==> config.mk <==
export PLATFORM = sky130hd
export DESIGN_NAME = eth_tx_frame_gen
export DESIGN_NICKNAME = d
export VERILOG_FILES = /design/src/rtl/eth_tx_gen_pkg.sv /design/src/rtl/eth_tx_gen_gap_timer.sv /design/src/rtl/eth_tx_frame_gen.sv
export SDC_FILE = /design/constraint.sdc
export NUM_CORES = 1
export LEC_CHECK = 0
export BUFFER_PORTS_ARGS = -buffer_cell sky130_fd_sc_hd__buf_4
export CAP_MARGIN = 40
export CORE_ASPECT_RATIO = 0.8
export CORE_MARGIN = 5
export CORE_UTILIZATION = 57
export DETAILED_ROUTE_END_ITERATION = 16
export PLACE_DENSITY = 0.79
export REMOVE_ABC_BUFFERS = 1
export SLEW_MARGIN = 15
export SYNTH_ARGS = -nofsm -noshare
export SYNTH_HDL_FRONTEND = slang
export SYNTH_HIERARCHICAL = 1
export SYNTH_SLANG_ARGS = --single-unit
==> constraint.sdc <==
create_clock -name gtx_clk -period 5.9 [get_ports gtx_clk]
set_input_delay 0.59 -clock gtx_clk [delete_from_list [all_inputs] [get_ports gtx_clk]]
set_output_delay 0.59 -clock gtx_clk [all_outputs]
set_load 0.01 [all_outputs]
==> src/rtl/eth_tx_gen_pkg.sv <==
// Shared types and constants for the Ethernet TX test-frame generator.
// The SEQ state exists only when ETH_TX_FRAME_GEN_SEQ_EN is defined.
package eth_tx_gen_pkg;

`ifdef ETH_TX_FRAME_GEN_SEQ_EN
  typedef enum logic [2:0] {
    ST_IDLE    = 3'd0,
    ST_HDR     = 3'd1,
    ST_SEQ     = 3'd2,
    ST_PAYLOAD = 3'd3,
    ST_GAP     = 3'd4
  } tx_state_e;
`else
  typedef enum logic [2:0] {
    ST_IDLE    = 3'd0,
    ST_HDR     = 3'd1,
    ST_PAYLOAD = 3'd3,
    ST_GAP     = 3'd4
  } tx_state_e;
`endif

  localparam int unsigned HDR_BYTES         = 32'd14;
  localparam int unsigned SEQ_BYTES         = 32'd4;
  localparam int unsigned DEF_MIN_FRAME_LEN = 32'd60;
  localparam int unsigned DEF_MAX_FRAME_LEN = 32'd1514;

  // Byte idx of the 14-byte header, byte 0 taken from bits [111:104].
  function automatic logic [7:0] hdr_byte(input logic [111:0] hdr, input logic [3:0] idx);
    return 8'(hdr >> (7'd104 - {idx, 3'b000}));
  endfunction

endpackage

==> src/rtl/eth_tx_gen_gap_timer.sv <==
// 32-bit inter-frame gap down-counter; done is high while the count is at 1 or below.
module eth_tx_gen_gap_timer
  import eth_tx_gen_pkg::*;
(
  input  logic        clk,
  input  logic        rst_n,
  input  logic        load,
  input  logic [31:0] load_val,
  output logic        done
);

  logic [31:0] count_r;
  logic [31:0] count_s;
  logic        done_r;

  // Next count: load wins, otherwise decrement towards zero.
  always_comb begin
    count_s = count_r;
    if (load) begin
      count_s = load_val;
    end else if (count_r != 32'd0) begin
      count_s = count_r - 32'd1;
    end else begin
      count_s = 32'd0;
    end
  end

  // Count and registered done flag.
  always_ff @(posedge clk or negedge rst_n) begin
    if (!rst_n) begin
      count_r <= 32'd0;
      done_r  <= 1'b1;
    end else begin
      count_r <= count_s;
      done_r  <= (count_s <= 32'd1);
    end
  end

  assign done = done_r;

endmodule

==> src/rtl/eth_tx_frame_gen.sv <==
// Continuous Ethernet test-frame source for an AXI-Stream MAC TX port.
// Define ETH_TX_FRAME_GEN_SEQ_EN to insert a 32-bit sequence number after the header.
module eth_tx_frame_gen
  import eth_tx_gen_pkg::*;
#(
  parameter int unsigned MAX_FRAME_LEN = DEF_MAX_FRAME_LEN,
  parameter int unsigned MIN_FRAME_LEN = DEF_MIN_FRAME_LEN
) (
  input  logic         gtx_clk,
  input  logic         gtx_rst_n,
  input  logic         enable,
  input  logic [10:0]  frame_len,
  input  logic [31:0]  frame_gap,
  input  logic [111:0] header,
  output logic [7:0]   tx_axis_tdata,
  output logic         tx_axis_tvalid,
  output logic         tx_axis_tlast,
  output logic         tx_axis_tuser,
  input  logic         tx_axis_tready,
  output logic         busy,
  output logic [31:0]  frame_count
);

  localparam logic [10:0] MIN_LEN = 11'(MIN_FRAME_LEN);
  localparam logic [10:0] MAX_LEN = 11'(MAX_FRAME_LEN);
  localparam logic [10:0] HDR_END = 11'(HDR_BYTES);
`ifdef ETH_TX_FRAME_GEN_SEQ_EN
  localparam logic [10:0] PAY_START = 11'(HDR_BYTES + SEQ_BYTES);
`else
  localparam logic [10:0] PAY_START = 11'(HDR_BYTES);
`endif

  tx_state_e      state_r, state_s, nxt_region_s;
  logic [10:0]    idx_r, idx_s, nxt_idx_s;
  logic [10:0]    len_r, len_s;
  logic [31:0]    gap_r, gap_s;
  logic [111:0]   hdr_r, hdr_s;
  logic [7:0]     tdata_r, tdata_s, nxt_byte_s;
  logic           tvalid_r, tvalid_s;
  logic           tlast_r, tlast_s;
  logic           busy_r;
  logic [31:0]    frame_count_r, frame_count_s;
  logic           start_s, adv_s;
  logic           timer_load_s, timer_done_s;
`ifdef ETH_TX_FRAME_GEN_SEQ_EN
  logic [31:0]    seq_r, seq_s;
  logic [1:0]     seq_sel_s;
`endif

  function automatic logic [10:0] clamp_len(input logic [10:0] len);
    logic [10:0] res;
    if (len < MIN_LEN) begin
      res = MIN_LEN;
    end else if (len > MAX_LEN) begin
      res = MAX_LEN;
    end else begin
      res = len;
    end
    return res;
  endfunction

  eth_tx_gen_gap_timer u_gap_timer (
    .clk      (gtx_clk),
    .rst_n    (gtx_rst_n),
    .load     (timer_load_s),
    .load_val (gap_r),
    .done     (timer_done_s)
  );

  // Content and region of the byte that follows the one currently presented.
  always_comb begin
    nxt_idx_s    = idx_r + 11'd1;
    nxt_byte_s   = 8'h00;
    nxt_region_s = ST_PAYLOAD;
`ifdef ETH_TX_FRAME_GEN_SEQ_EN
    seq_sel_s    = 2'(nxt_idx_s - HDR_END);
`endif
    if (nxt_idx_s < HDR_END) begin
      nxt_byte_s   = hdr_byte(hdr_r, nxt_idx_s[3:0]);
      nxt_region_s = ST_HDR;
    end
`ifdef ETH_TX_FRAME_GEN_SEQ_EN
    else if (nxt_idx_s < PAY_START) begin
      nxt_byte_s   = 8'(seq_r >> (5'd24 - {seq_sel_s, 3'b000}));
      nxt_region_s = ST_SEQ;
    end
`endif
    else begin
      nxt_byte_s   = 8'(nxt_idx_s - PAY_START);
      nxt_region_s = ST_PAYLOAD;
    end
  end

  // Frame sequencing: next state, output beat and per-frame counters.
  always_comb begin
    state_s       = state_r;
    idx_s         = idx_r;
    len_s         = len_r;
    gap_s         = gap_r;
    hdr_s         = hdr_r;
    tdata_s       = tdata_r;
    tvalid_s      = tvalid_r;
    tlast_s       = tlast_r;
    frame_count_s = frame_count_r;
    timer_load_s  = 1'b0;
    start_s       = 1'b0;
    adv_s         = 1'b0;
`ifdef ETH_TX_FRAME_GEN_SEQ_EN
    seq_s         = seq_r;
`endif
    case (state_r)
      ST_IDLE: begin
        if (enable) begin
          start_s = 1'b1;
        end else begin
          tvalid_s = 1'b0;
          tlast_s  = 1'b0;
        end
      end
`ifdef ETH_TX_FRAME_GEN_SEQ_EN
      ST_HDR, ST_SEQ, ST_PAYLOAD: begin
`else
      ST_HDR, ST_PAYLOAD: begin
`endif
        if (tvalid_r && tx_axis_tready) begin
          if (tlast_r) begin
            frame_count_s = frame_count_r + 32'd1;
`ifdef ETH_TX_FRAME_GEN_SEQ_EN
            seq_s         = seq_r + 32'd1;
`endif
            if (gap_r != 32'd0) begin
              state_s      = ST_GAP;
              timer_load_s = 1'b1;
              tvalid_s     = 1'b0;
              tlast_s      = 1'b0;
              tdata_s      = 8'h00;
            end else if (enable) begin
              start_s = 1'b1;
            end else begin
              state_s  = ST_IDLE;
              tvalid_s = 1'b0;
              tlast_s  = 1'b0;
              tdata_s  = 8'h00;
            end
          end else begin
            adv_s = 1'b1;
          end
        end else begin
          tvalid_s = tvalid_r;
        end
      end
      ST_GAP: begin
        if (timer_done_s) begin
          if (enable) begin
            start_s = 1'b1;
          end else begin
            state_s = ST_IDLE;
          end
        end else begin
          state_s = ST_GAP;
        end
      end
      default: begin
        state_s  = ST_IDLE;
        tvalid_s = 1'b0;
        tlast_s  = 1'b0;
        tdata_s  = 8'h00;
      end
    endcase

    // A start latches the new frame's parameters and presents header byte 0 at once.
    if (start_s) begin
      state_s  = ST_HDR;
      idx_s    = 11'd0;
      len_s    = clamp_len(frame_len);
      gap_s    = frame_gap;
      hdr_s    = header;
      tdata_s  = hdr_byte(header, 4'd0);
      tvalid_s = 1'b1;
      tlast_s  = 1'b0;
    end else if (adv_s) begin
      state_s  = nxt_region_s;
      idx_s    = nxt_idx_s;
      tdata_s  = nxt_byte_s;
      tvalid_s = 1'b1;
      tlast_s  = (nxt_idx_s == (len_r - 11'd1));
    end else begin
      idx_s = idx_r;
    end
  end

  // State and registered outputs.
  always_ff @(posedge gtx_clk or negedge gtx_rst_n) begin
    if (!gtx_rst_n) begin
      state_r       <= ST_IDLE;
      idx_r         <= 11'd0;
      len_r         <= MIN_LEN;
      gap_r         <= 32'd0;
      hdr_r         <= 112'd0;
      tdata_r       <= 8'h00;
      tvalid_r      <= 1'b0;
      tlast_r       <= 1'b0;
      busy_r        <= 1'b0;
      frame_count_r <= 32'd0;
`ifdef ETH_TX_FRAME_GEN_SEQ_EN
      seq_r         <= 32'd0;
`endif
    end else begin
      state_r       <= state_s;
      idx_r         <= idx_s;
      len_r         <= len_s;
      gap_r         <= gap_s;
      hdr_r         <= hdr_s;
      tdata_r       <= tdata_s;
      tvalid_r      <= tvalid_s;
      tlast_r       <= tlast_s;
      busy_r        <= (state_s != ST_IDLE);
      frame_count_r <= frame_count_s;
`ifdef ETH_TX_FRAME_GEN_SEQ_EN
      seq_r         <= seq_s;
`endif
    end
  end

  assign tx_axis_tdata  = tdata_r;
  assign tx_axis_tvalid = tvalid_r;
  assign tx_axis_tlast  = tlast_r;
  assign tx_axis_tuser  = 1'b0;
  assign busy           = busy_r;
  assign frame_count    = frame_count_r;

endmodule

==> out/qor.txt, run 1 <==
Outcome -> completed
Clock tree from TritonCTS -> done
Dpl hpwl -> 21600 microns
Clock root buffer -> sky130_fd_sc_hd__clkbuf_16
Unrepaired setup endpoints after global routing -> false
Async SR Flop Fraction -> 1.00
Final core utilization -> 0.696
Max-slew violations -> 0
Endpoint required time on the critical path -> 6.36 ns
Num CTS Buffers -> 25
Cell types occupying the most area after synthesis -> sky130_fd_sc_hd__dfrtp_1 48%, sky130_fd_sc_hd__nand2_1 15%, sky130_fd_sc_hd__mux4_2 4.3%
Layout net count -> 1694
Most common flop cell mapped by yosys -> sky130_fd_sc_hd__dfrtp_1
Cell accounting for the most synthesized area -> sky130_fd_sc_hd__dfrtp_1
Tcrit/Tclk final -> 0.602
Power, Total -> 3.43 mW
Chip Height -> 143 microns
Final setup violating endpoints -> 0
Final-layout setup total negative slack -> 0 ns
Tightest Pin Transition -> 1.10 ns
Type of element capturing the critical path -> flip-flop
Peak supply drop -> 235 uV
Core Footprint -> 0.0216 sq mm
Count of warnings emitted by yosys -> 6
Number of cells produced by synthesis -> 1358
Final instance area -> 0.0151 sq mm
Clock Pin Slew Worst Setup and Hold Paths -> 0.06 ns
Post-CTS setup repair buffer count -> 0
Overall track demand over capacity in global routing -> 0.249
Via count of the first global-routing pass -> 10209
DIE WIDTH -> 176 microns
Synthesized area -> 0.0126 sq mm
Full die area -> 0.0251 sq mm
Clock net sink count -> 245
Clock tree skew after final layout -> 0.0191 ns
Flip-flop and latch count after synthesis -> 245
Post-DR wirelength/cell -> 17.1 microns
Syn_area_per_cell -> 9.25 sq um
Largest fanout of any net on the critical path -> 47
Number of antenna cells inserted -> 0
Drt total wl -> 31200 microns
Share of the synthesized area in the top cell type -> 0.478
Worst-skew pair later-pin latency -> 0.53 ns
Worst slew margin -> 0.268
Cell area after placement -> 0.0142 sq mm
Max frequency -> 281 MHz
Number of instances resized during post-cts repair -> 0
Global-route wire length before repair -> 51500 microns
Register area share after synthesis -> 0.488
Unique masters post-synth -> 92
Power density normalized to cell area -> 228 mW/mm^2
Pin count of the biggest net entering global routing -> 194
Quantity of hold-fixing buffers added after cts -> 1
Post-route ant nets -> 0
Overflow after GRT -> 0
Category of the most critical setup path -> reg2reg
Antenna violations before repair -> 0
Worst Setup Start Kind -> flip-flop
Startpoint of the tightest hold check path -> header[80]
Standard-cell row count -> 48
Final estimated routing congestion in global placement -> 0.903
Leakage power -> 7.50 nW
Number of fill cells in the layout -> 1675
Number of primary I/O pins -> 203
Total vias in the final route -> 10386
Origin of the critical flop-to-flop path -> state_r[2]$_DFF_PN0_
Maximum buffer depth of the clock tree -> 3
DRC marker count from the first detailed-route iteration -> 881
Area added between synthesis and finish -> 19.8%
Post-DR vias/cell -> 5.70
# Max-Cap Violations -> 0
Worst min-delay path category -> in2reg
Count of input and output buffers -> 201
Share of post-route cells with drive strength above 1 -> 0.211
Total DRC errors in the routed layout -> 0
Worst setup path startpoint -> state_r[2]$_DFF_PN0_
Initial Util -> 0.581
Crit path DAT -> 4.01 ns
Htree depth -> 1
Length of the first detailed-routing pass in iterations -> 5
Min Hold Slack -> 0.248 ns
Number of flops mapped to enable cells by yosys -> 0
Endpoints failing hold -> 0
Fin crit period -> 3.55 ns
[flip-flops by register name, summed over array words and instances, names as in the netlist]
signal,cells
tx_axis_tvalid,1
state_r,3
tx_axis_tlast,1
u_gap_timer/count_r,32
len_r,11
busy,1
frame_count,32
idx_r,11
gap_r,32
tx_axis_tdata,8
hdr_r,112
u_gap_timer/done,1
[where the power goes]
| group | internal [mW] | leakage, nW | switching (mW) | total (mW) |
|---|---|---|---|---|
| Combinational | 0.0713 | 3.79 | 0.0567 | 0.128 |
| Clock | 0.963 | 0.417 | 0.658 | 1.62 |
| Sequential | 1.68 | 3.29 | 0 | 1.68 |
[worst max-delay path, cell delays in order, from the launching register on]
cell                       delay, ns
sky130_fd_sc_hd__dfrtp_1        0.41
sky130_fd_sc_hd__nand2b_1       0.25
sky130_fd_sc_hd__or2_1          0.32
sky130_fd_sc_hd__nor2_2         0.12
sky130_fd_sc_hd__buf_4          0.39
sky130_fd_sc_hd__inv_1          0.37
sky130_fd_sc_hd__or3_1          0.45
sky130_fd_sc_hd__o31ai_1        0.07
sky130_fd_sc_hd__a41oi_1        0.15
sky130_fd_sc_hd__or4_1          0.51
sky130_fd_sc_hd__nor4_1         0.22
sky130_fd_sc_hd__and4_1         0.23
[layout make-up]
| class | count | area [sq um] | area share |
|---|---|---|---|
| Timing Repair Buffer | 214 | 1650 | 0.110 |
| Sequential cell | 245 | 6140 | 0.408 |
| Inverter | 20 | 75.1 | 0.00499 |
| Multi-Input combinational cell | 1023 | 6010 | 0.399 |
| Clock buffer | 34 | 699 | 0.0465 |
| Clock inverter | 12 | 141 | 0.00939 |
| Tap cell | 275 | 344 | 0.0229 |
[metrics by stage]
step	setup WS (ns)	cells
floorplan	-0.846	1288
global placement	2.36	1775
detailed placement	2.28	1776
CTS	2.37	1823
global route	2.15	1823
finish	2.35	1823
[Yosys cell counts (6+ instances only)]
cell                       number
sky130_fd_sc_hd__mux4_2        24
sky130_fd_sc_hd__nor3_1        22
sky130_fd_sc_hd__buf_2         25
sky130_fd_sc_hd__nand4_1       16
sky130_fd_sc_hd__a22o_1         6
sky130_fd_sc_hd__o21ai_0       22
sky130_fd_sc_hd__or4_1          9
sky130_fd_sc_hd__xnor2_1       45
sky130_fd_sc_hd__or3_1         12
sky130_fd_sc_hd__nor4_1        23
sky130_fd_sc_hd__nand2_1      504
sky130_fd_sc_hd__a21oi_1       22
sky130_fd_sc_hd__clkbuf_1      28
sky130_fd_sc_hd__inv_1         20
sky130_fd_sc_hd__nor2_1        59
sky130_fd_sc_hd__xor2_1        30
sky130_fd_sc_hd__nand3_1       30
sky130_fd_sc_hd__o31ai_1       10
sky130_fd_sc_hd__o21ai_1       17
sky130_fd_sc_hd__dfrtp_1      240
sky130_fd_sc_hd__nor3b_1       10
sky130_fd_sc_hd__and3_1        11
sky130_fd_sc_hd__nand2b_1      10
sky130_fd_sc_hd__ha_1           6
sky130_fd_sc_hd__mux2_1         7
sky130_fd_sc_hd__mux2i_1        9
sky130_fd_sc_hd__and2_1         8
sky130_fd_sc_hd__mux2_2         9
sky130_fd_sc_hd__buf_6          6
[kinds of logic (layout without fill, tap and decap cells)]
logic type               Yosys count  count (layout)  share of synthesized area
AND/OR/NAND/NOR                  753             753                      0.271
flip-flops                       245             245                      0.488
AO/OA/AOI/OAI                    134             134                     0.0741
buffers and inverters             90             280                     0.0352
XOR/XNOR                          79              79                     0.0595
multiplexers                      50              50                     0.0657
adder cells (fa/ha/maj)            6               6                    0.00597
other                              1               1                   0.000298
[worst paths after layout]
kind	end	cells after the start	slack (ns)
worst max-delay path	u_gap_timer/done$_DFF_PN1_	11	2.35
worst min-delay path	hdr_r[80]$_DFFE_PN0P_	3	0.25
worst max register to register	u_gap_timer/done$_DFF_PN1_	11	2.35
worst min register to register	hdr_r[83]$_DFFE_PN0P_	2	0.47
max in group asynchronous	idx_r[0]$_DFFE_PN0P_	3	3.90
min in group asynchronous	u_gap_timer/count_r[1]$_DFF_PN0_	2	0.57
[placed cells by master (no fill, tap or decap), types with 10 or more instances in the layout]
| cell type | count |
|---|---|
| sky130_fd_sc_hd__clkbuf_16 | 25 |
| sky130_fd_sc_hd__dfrtp_1 | 239 |
| sky130_fd_sc_hd__and3_1 | 11 |
| sky130_fd_sc_hd__nor4_1 | 23 |
| sky130_fd_sc_hd__or3_1 | 12 |
| sky130_fd_sc_hd__nor2_1 | 58 |
| sky130_fd_sc_hd__nand4_1 | 16 |
| sky130_fd_sc_hd__xor2_1 | 30 |
| sky130_fd_sc_hd__inv_1 | 20 |
| sky130_fd_sc_hd__nand3_1 | 30 |
| sky130_fd_sc_hd__buf_4 | 210 |
| sky130_fd_sc_hd__nor3b_1 | 10 |
| sky130_fd_sc_hd__o31ai_1 | 10 |
| sky130_fd_sc_hd__nand2b_1 | 10 |
| sky130_fd_sc_hd__mux4_2 | 24 |
| sky130_fd_sc_hd__xnor2_1 | 45 |
| sky130_fd_sc_hd__a21oi_1 | 22 |
| sky130_fd_sc_hd__o21ai_1 | 16 |
| sky130_fd_sc_hd__o21ai_0 | 22 |
| sky130_fd_sc_hd__nand2_1 | 504 |
| sky130_fd_sc_hd__nor3_1 | 22 |
[routing by layer]
layer  up-vias  GRT usage  wire length (microns)
li1       4949          -                      -
met1      4998      0.360                  13900
met5         -          0                      0
met4         0     0.0513                    595
met3        57     0.0569                   2410
met2       382      0.394                  14300
Note: power is estimated with default switching activity, not from simulation.
==> inputs of run 2 (changes only) <==
- CORE_UTILIZATION: 57 -> 52
- PLACE_DENSITY: 0.79 -> 0.76
- clock period: 5.9 -> 2.9 ns (I/O delays scaled with it)
==> out/qor.txt, run 2 (same netlist as run 1, synthesis figures left out) <==
Outcome -> finished, violations left
Violated checks -> setup timing
Cell area after placement -> 0.0147 sq mm (+3.4%)
Num CTS Buffers -> 26 (+4.0%)
Tightest Pin Transition -> 0.774 ns (-0.324 ns)
Post-layout worst setup margin -> -0.0369 ns (-2.38 ns)
Total DRC errors in the routed layout -> 0 (unchanged)
Clock tree from TritonCTS -> done
Type of element capturing the critical path -> flip-flop
Post-route ant nets -> 0 (unchanged)
Power density normalized to cell area -> 426 mW/mm^2 (+87%)
Clock Power Share -> 0.474 (about the same)
Clock tree skew after final layout -> 0.0128 ns (-0.00627 ns)
Area added between synthesis and finish -> 36.5%
Unrepaired setup endpoints after global routing -> true
Final instance area -> 0.0172 sq mm (+14%)
Logic pwr share -> 0.058 (+0.021)
Overflow after GRT -> 0 (unchanged)
Crit path DAT -> 3.39 ns (-0.62 ns)
Share of post-route cells with drive strength above 1 -> 0.235 (+0.0234)
Post-DR wirelength/cell -> 18.4 microns (+7.7%)
Series of cell instances along the critical path -> nor4_4, nand4_1, nor2_2, nor2_4, buf_12, inv_1, o311ai_0, o21a_1, a2111oi_0, and4_1
Post-DR vias/cell -> 5.57 (-2.3%)
Max-slew violations -> 0 (unchanged)
Dpl hpwl -> 24100 microns (+12%)
Sequential fraction of design power -> 0.468 (-0.022)
Sequential standard cell area -> 0.00614 sq mm (unchanged)
Count of input and output buffers -> 201 (unchanged)
Initial Util -> 0.533 (-0.0484)
Peak supply drop -> 432 uV (+84%)
Number of fill cells in the layout -> 1597 (-4.7%)
Clock root buffer -> sky130_fd_sc_hd__clkbuf_16
Full die area -> 0.0274 sq mm (+9.0%)
Endpoints failing hold -> 0 (unchanged)
Standard-cell row count -> 50 (+4.2%)
Most common cell after layout, fill and taps aside -> sky130_fd_sc_hd__nand2_1
Antenna violations before repair -> 1 (+1)
Category of the most critical setup path -> reg2reg
Min Hold Slack -> 0.0202 ns (-0.227 ns)
Switch Pwr -> 1.53 mW (+110%)
Via count of the first global-routing pass -> 11576 (+13%)
Final core utilization -> 0.727 (+0.0310)
Final estimated routing congestion in global placement -> 0.919 (+1.8%)
Chip Height -> 149 microns (+4.4%)
Global-route wire length before repair -> 60200 microns (+17%)
Internal Dissipation -> 5.78 mW (+110%)
DIE WIDTH -> 184 microns (+4.4%)
Worst slew margin -> 0.479 (+0.212)
Fin crit period -> 2.94 ns (-0.616 ns)
Sw Share -> 0.209 (+0.000422)
Layout net count -> 1889 (+12%)
Max FFs per register -> 112 (unchanged)
Final setup violating endpoints -> 1 (+1)
Worst min-delay path category -> in2reg
Htree depth -> 1 (unchanged)
Maximum buffer depth of the clock tree -> 3 (unchanged)
Max frequency -> 341 MHz (+21%)
Clock net sink count -> 245 (unchanged)
Length of the first detailed-routing pass in iterations -> 7 (+2)
Worst Setup Start Kind -> flip-flop
Worst reg-to-reg setup slack -> -0.04 ns (-2.38 ns)
Highest-count cells in the layout ignoring fill and taps -> 504 x sky130_fd_sc_hd__nand2_1, 268 x sky130_fd_sc_hd__buf_4, 239 x sky130_fd_sc_hd__dfrtp_1
Endpoint required time on the critical path -> 3.36 ns (-3.00 ns)
Max incr delay on CP -> 0.45 ns (-0.06 ns)
Core Footprint -> 0.0236 sq mm (+9.1%)
Overall track demand over capacity in global routing -> 0.269 (+0.0205)
Pin count of the biggest net entering global routing -> 90 (-54%)
Largest fanout of any net on the critical path -> 6 (-87%)
Worst-skew pair later-pin latency -> 0.52 ns (about the same)
Clock Pin Slew Worst Setup and Hold Paths -> 0.06 ns (about the same)
Drt total wl -> 37900 microns (+21%)
Total vias in the final route -> 11447 (+10%)
Number of primary I/O pins -> 203 (unchanged)
Top register by number of flip-flops -> hdr_r
Leakage power -> 8.46 nW (+13%)
Critical path's slowest cell -> sky130_fd_sc_hd__a2111oi_0
Area of combinational cells with multiple inputs -> 0.00610 sq mm (+1.6%)
Tcrit/Tclk final -> 1.01 (+0.410)
DRC marker count from the first detailed-route iteration -> 1036 (+18%)
# Max-Cap Violations -> 0 (unchanged)
## run 2: cell count changes in the layout (fill, tap and decap cells not counted), sizes merged
cell and change:
diode +1, clkinv -1, dlygate4sd3 +128, clkbuf +6, bufinv -1, buf +64, inv -1
## run 2: final timing paths
path	start	cells past startpoint	to
max	gap_r[5]$_DFFE_PN0P_	10	u_gap_timer/done$_DFF_PN1_
min	header[105]	3	hdr_r[105]$_DFFE_PN0P_
max reg2reg	gap_r[5]$_DFFE_PN0P_	10	u_gap_timer/done$_DFF_PN1_
min reg2reg	frame_count[31]$_DFFE_PN0P_	1	frame_count[31]$_DFFE_PN0P_
max in group asynchronous	gtx_rst_n	3	len_r[2]$_DFFE_PN1P_
min in group asynchronous	gtx_rst_n	2	u_gap_timer/count_r[11]$_DFF_PN0_
## run 2: metrics by stage
stage / setup WS (ns) / cells / power [mW] / TNS (ns)
2_1_floorplan: -3.75 / 1288 / 3.49 / -599.73
3_3_place_gp: -0.0681 / 1862 / 3.75 / -0.0681
3_5_place_dp: -0.0860 / 1863 / 3.75 / -0.0860
4_1_cts: 0.0131 / 2044 / 7.34 / 0
5_1_grt: -0.127 / 2056 / 7.52 / -0.127
6_report: -0.0369 / 2056 / 7.31 / -0.0369
## run 2: worst max-delay path: cells and delay by family, from the launching register on
family	cells	cell delay [ns]
simple gates	5	1.22
buf+inv	2	0.33
flops	1	0.44
compound gates	3	0.88
## run 2: timing repair
action / CTS / global route
endpoints found under the hold margin: 211 / 1
hold buffers: 128 / 1
setup endpoints to repair: 2 / 2
resized for setup: 2 / 16
setup buffers: 6 / 8
pin swaps: 3 / 11
gates cloned: 0 / 2
## run 2: area by class of cell
type | instances | area share
Sequential cell | 245 | 0.358
Multi-Input combinational cell | 1023 | 0.356
Timing Repair Buffer | 408 | 0.206
Clock buffer | 38 | 0.0470
Tap cell | 312 | 0.0228
Clock inverter | 9 | 0.00591
Inverter | 20 | 0.00438
Antenna cell | 1 | 0.000146
## run 2: layer usage
metal,wire length [microns],vias to the layer above,GRT usage,part of all wire
li1,-,5348,-,-
met1,15600,5528,0.371,0.41
met2,18100,481,0.439,0.48
met3,2920,90,0.0458,0.077
met4,1270,0,0.0880,0.034
met5,0,-,0,0
## run 2: power groups by stage
stage,clock (mW),sequential [mW],combinational (mW)
floorplan,0,3.48,0.0124
global placement,0,3.48,0.265
detailed placement,0,3.48,0.269
CTS,3.51,3.42,0.408
global route,3.65,3.42,0.454
finish,3.47,3.42,0.421
==> inputs of run 3 (changes only) <==
--- a/config.mk
+++ b/config.mk
@@ -6,5 +6,5 @@
 export NUM_CORES = 1
 export LEC_CHECK = 0
-export BUFFER_PORTS_ARGS = -buffer_cell sky130_fd_sc_hd__buf_4
+export BUFFER_PORTS_ARGS = -buffer_cell sky130_fd_sc_hd__buf_2
 export CAP_MARGIN = 40
 export CORE_ASPECT_RATIO = 0.8
@@ -19,2 +19,3 @@
 export SYNTH_HIERARCHICAL = 1
 export SYNTH_SLANG_ARGS = --single-unit
+export TNS_END_PERCENT = 50
==> constraint.sdc (replaced) <==
create_clock -name gtx_clk -period 2.9 [get_ports gtx_clk]
set_input_delay 0.29 -clock gtx_clk [delete_from_list [all_inputs] [get_ports gtx_clk]]
set_output_delay 0.29 -clock gtx_clk [all_outputs]
set_load 0.1 [all_outputs]
==> out/qor.txt, run 3 (same netlist as run 1, synthesis figures left out) <==
# Max-Cap Violations -> 0 (unchanged)
Worst reg-to-reg setup slack -> 0.06 ns (+0.09 ns)
Top register by number of flip-flops -> hdr_r
Number of fill cells in the layout -> 1678 (+5.1%)
DIE WIDTH -> 184 microns (unchanged)
Core Footprint -> 0.0236 sq mm (unchanged)
Tcrit/Tclk final -> 0.980 (-0.0322)
Sw Share -> 0.229 (+0.0197)
Worst-skew pair later-pin latency -> 0.53 ns (about the same)
Internal Dissipation -> 5.50 mW (-4.9%)
Full die area -> 0.0274 sq mm (unchanged)
Overflow after GRT -> 0 (unchanged)
Startpoint of the tightest hold check path -> header[102]
Clock root buffer -> sky130_fd_sc_hd__clkbuf_16
Number of cells after detailed placement -> 1868 (+0.27%)
Fin crit period -> 2.84 ns (-0.0935 ns)
Worst min-delay path category -> in2reg
Pin count of the biggest net entering global routing -> 130 (+44%)
Area added between synthesis and finish -> 31.5%
Dpl hpwl -> 23600 microns (-2.1%)
Final setup violating endpoints -> 0 (-1)
Clock net sink count -> 245 (unchanged)
Layout net count -> 1885 (-0.21%)
Post-DR wirelength/cell -> 18.6 microns (+1.1%)
Length of the first detailed-routing pass in iterations -> 5 (-2)
Max-slew violations -> 0 (unchanged)
Sequential fraction of design power -> 0.479 (+0.011)
Worst reg-to-reg path cell count -> 12 (+2)
Type of element capturing the critical path -> flip-flop
Endpoint required time on the critical path -> 3.37 ns (about the same)
Post-route ant nets -> 0 (unchanged)
Capturing point of the worst reg2reg path -> u_gap_timer/done$_DFF_PN1_
Worst Hold Path EP -> hdr_r[102]$_DFFE_PN0P_
Origin of the critical flop-to-flop path -> gap_r[12]$_DFFE_PN0P_
Total vias in the final route -> 11430 (-0.15%)
Crit path DAT -> 3.31 ns (-0.08 ns)
Endpoints failing hold -> 0 (unchanged)
Sequential standard cell area -> 0.00614 sq mm (about the same)
Max FFs per register -> 112 (unchanged)
Power density normalized to cell area -> 431 mW/mm^2 (+1.2%)
Count of input and output buffers -> 201 (unchanged)
Global-route wire length before repair -> 62500 microns (+3.8%)
Via count of the first global-routing pass -> 11823 (+2.1%)
Htree depth -> 1 (unchanged)
Share of post-route cells with drive strength above 1 -> 0.232 (-0.00304)
Clock Power Share -> 0.470 (-0.004)
Antenna violations before repair -> 2 (+1)
Initial Util -> 0.533 (unchanged)
DRC marker count from the first detailed-route iteration -> 905 (-13%)
Peak supply drop -> 393 uV (-9.0%)
Maximum buffer depth of the clock tree -> 3 (unchanged)
Tightest Pin Transition -> 0.764 ns (-0.00973 ns)
Area of combinational cells with multiple inputs -> 0.00610 sq mm (about the same)
Min Hold Slack -> 0.0198 ns (-0.000424 ns)
Worst slew margin -> 0.486 (+0.00655)
Final-layout setup total negative slack -> 0 ns (+0.0369 ns)
Clock Pin Slew Worst Setup and Hold Paths -> 0.07 ns (about the same)
Category of the most critical setup path -> reg2reg
Num CTS Buffers -> 26 (unchanged)
Post-DR vias/cell -> 5.56 (about the same)
Most common cell after layout, fill and taps aside -> sky130_fd_sc_hd__nand2_1
Standard-cell row count -> 50 (unchanged)
Drt total wl -> 38200 microns (+0.97%)
Largest fanout of any net on the critical path -> 22 (+16)
Highest-count cells in the layout ignoring fill and taps -> 504 x sky130_fd_sc_hd__nand2_1, 238 x sky130_fd_sc_hd__dfrtp_1, 200 x sky130_fd_sc_hd__buf_2
Chip Height -> 149 microns (unchanged)
Switch Pwr -> 1.63 mW (+6.7%)
Max frequency -> 352 MHz (+3.3%)
Final estimated routing congestion in global placement -> 0.882 (-4.0%)
Logic pwr share -> 0.051 (-0.007)
Number of primary I/O pins -> 203 (unchanged)
Outcome -> completed
Worst Hold Depth -> 3 (unchanged)
Worst Setup Start Kind -> flip-flop
Total DRC errors in the routed layout -> 0 (unchanged)
Clock tree skew after final layout -> 0.0144 ns (+0.00160 ns)
Clock tree from TritonCTS -> done
Leakage power -> 8.24 nW (-2.6%)
Overall track demand over capacity in global routing -> 0.281 (+0.0117)
Post-Layout Cell Count -> 2054 (-0.097%)
==> run 3: area by class of cell <==
cell class,instances,share of cell area
clock buffers,34,0.0437
diodes,2,0.000303
repair buffers,404,0.179
flip-flops and latches,245,0.371
clock inverters,14,0.00780
inverters,20,0.00454
multi-input cells,1023,0.369
well taps,312,0.0236
==> run 3: per-layer routing <==
layer / vias to the layer above / GRT usage / share of wire
met2: 502 / 0.461 / 0.47
li1: 5335 / - / -
met3: 92 / 0.0475 / 0.076
met5: - / 0 / 0
met4: 0 / 0.0839 / 0.033
met1: 5501 / 0.388 / 0.42
==> run 3: worst max-delay path, cell delays in order, from the launching register on <==
cell	delay (ns)
sky130_fd_sc_hd__dfrtp_1	0.39
sky130_fd_sc_hd__nor4_2	0.35
sky130_fd_sc_hd__nand4_1	0.23
sky130_fd_sc_hd__nor2_2	0.23
sky130_fd_sc_hd__nor2_4	0.06
sky130_fd_sc_hd__buf_12	0.15
sky130_fd_sc_hd__nor2_1	0.10
sky130_fd_sc_hd__a31oi_1	0.05
sky130_fd_sc_hd__a211oi_2	0.23
sky130_fd_sc_hd__a41oi_2	0.12
sky130_fd_sc_hd__or4_1	0.42
sky130_fd_sc_hd__nor4_1	0.20
sky130_fd_sc_hd__and4_1	0.23
==> run 3: power by group through the flow <==
| stage | Sequential, mW | Clock [mW] | Combinational (mW) |
|---|---|---|---|
| after floorplan | 3.48 | 0 | 0.0174 |
| after global placement | 3.48 | 0 | 0.211 |
| after detailed placement | 3.48 | 0 | 0.214 |
| after CTS | 3.42 | 3.37 | 0.349 |
| after global routing | 3.41 | 3.54 | 0.394 |
| final | 3.42 | 3.35 | 0.362 |
==> run 3: worst max path at each step <==
stage	to	startpoint	slack, ns
floorplan	tx_axis_tvalid$_DFFE_PN0P_	tx_axis_tlast$_DFFE_PN0P_	-4.22
global placement	u_gap_timer/done$_DFF_PN1_	gap_r[10]$_DFFE_PN0P_	0.008
detailed placement	u_gap_timer/done$_DFF_PN1_	gap_r[10]$_DFFE_PN0P_	-0.04
CTS	u_gap_timer/done$_DFF_PN1_	gap_r[26]$_DFFE_PN0P_	0.003
global route	u_gap_timer/done$_DFF_PN1_	u_gap_timer/count_r[0]$_DFF_PN0_	-0.04
finish	u_gap_timer/done$_DFF_PN1_	gap_r[12]$_DFFE_PN0P_	0.06
==> run 3: timing repair <==
item | in CTS | in global routing
endpoints found under the setup margin | 5 | 4
pin swaps | 1 | 9
endpoints found under the hold margin | 200 | 0
buffers inserted | 4 | 2
hold buffers | 130 | 0
resized for setup | 4 | 13
==> run 3: through the flow <==
stage	worst slack, ns	cell area, sq um	total power [mW]	util
after global routing	-0.0399	16500	7.35	0.701
after detailed placement	-0.0416	14200	3.70	0.603
final	0.0566	16500	7.13	0.701
after floorplan	-4.22	12200	3.50	-
after global placement	0.00796	14200	3.69	0.603
after CTS	0.00305	16400	7.13	0.697
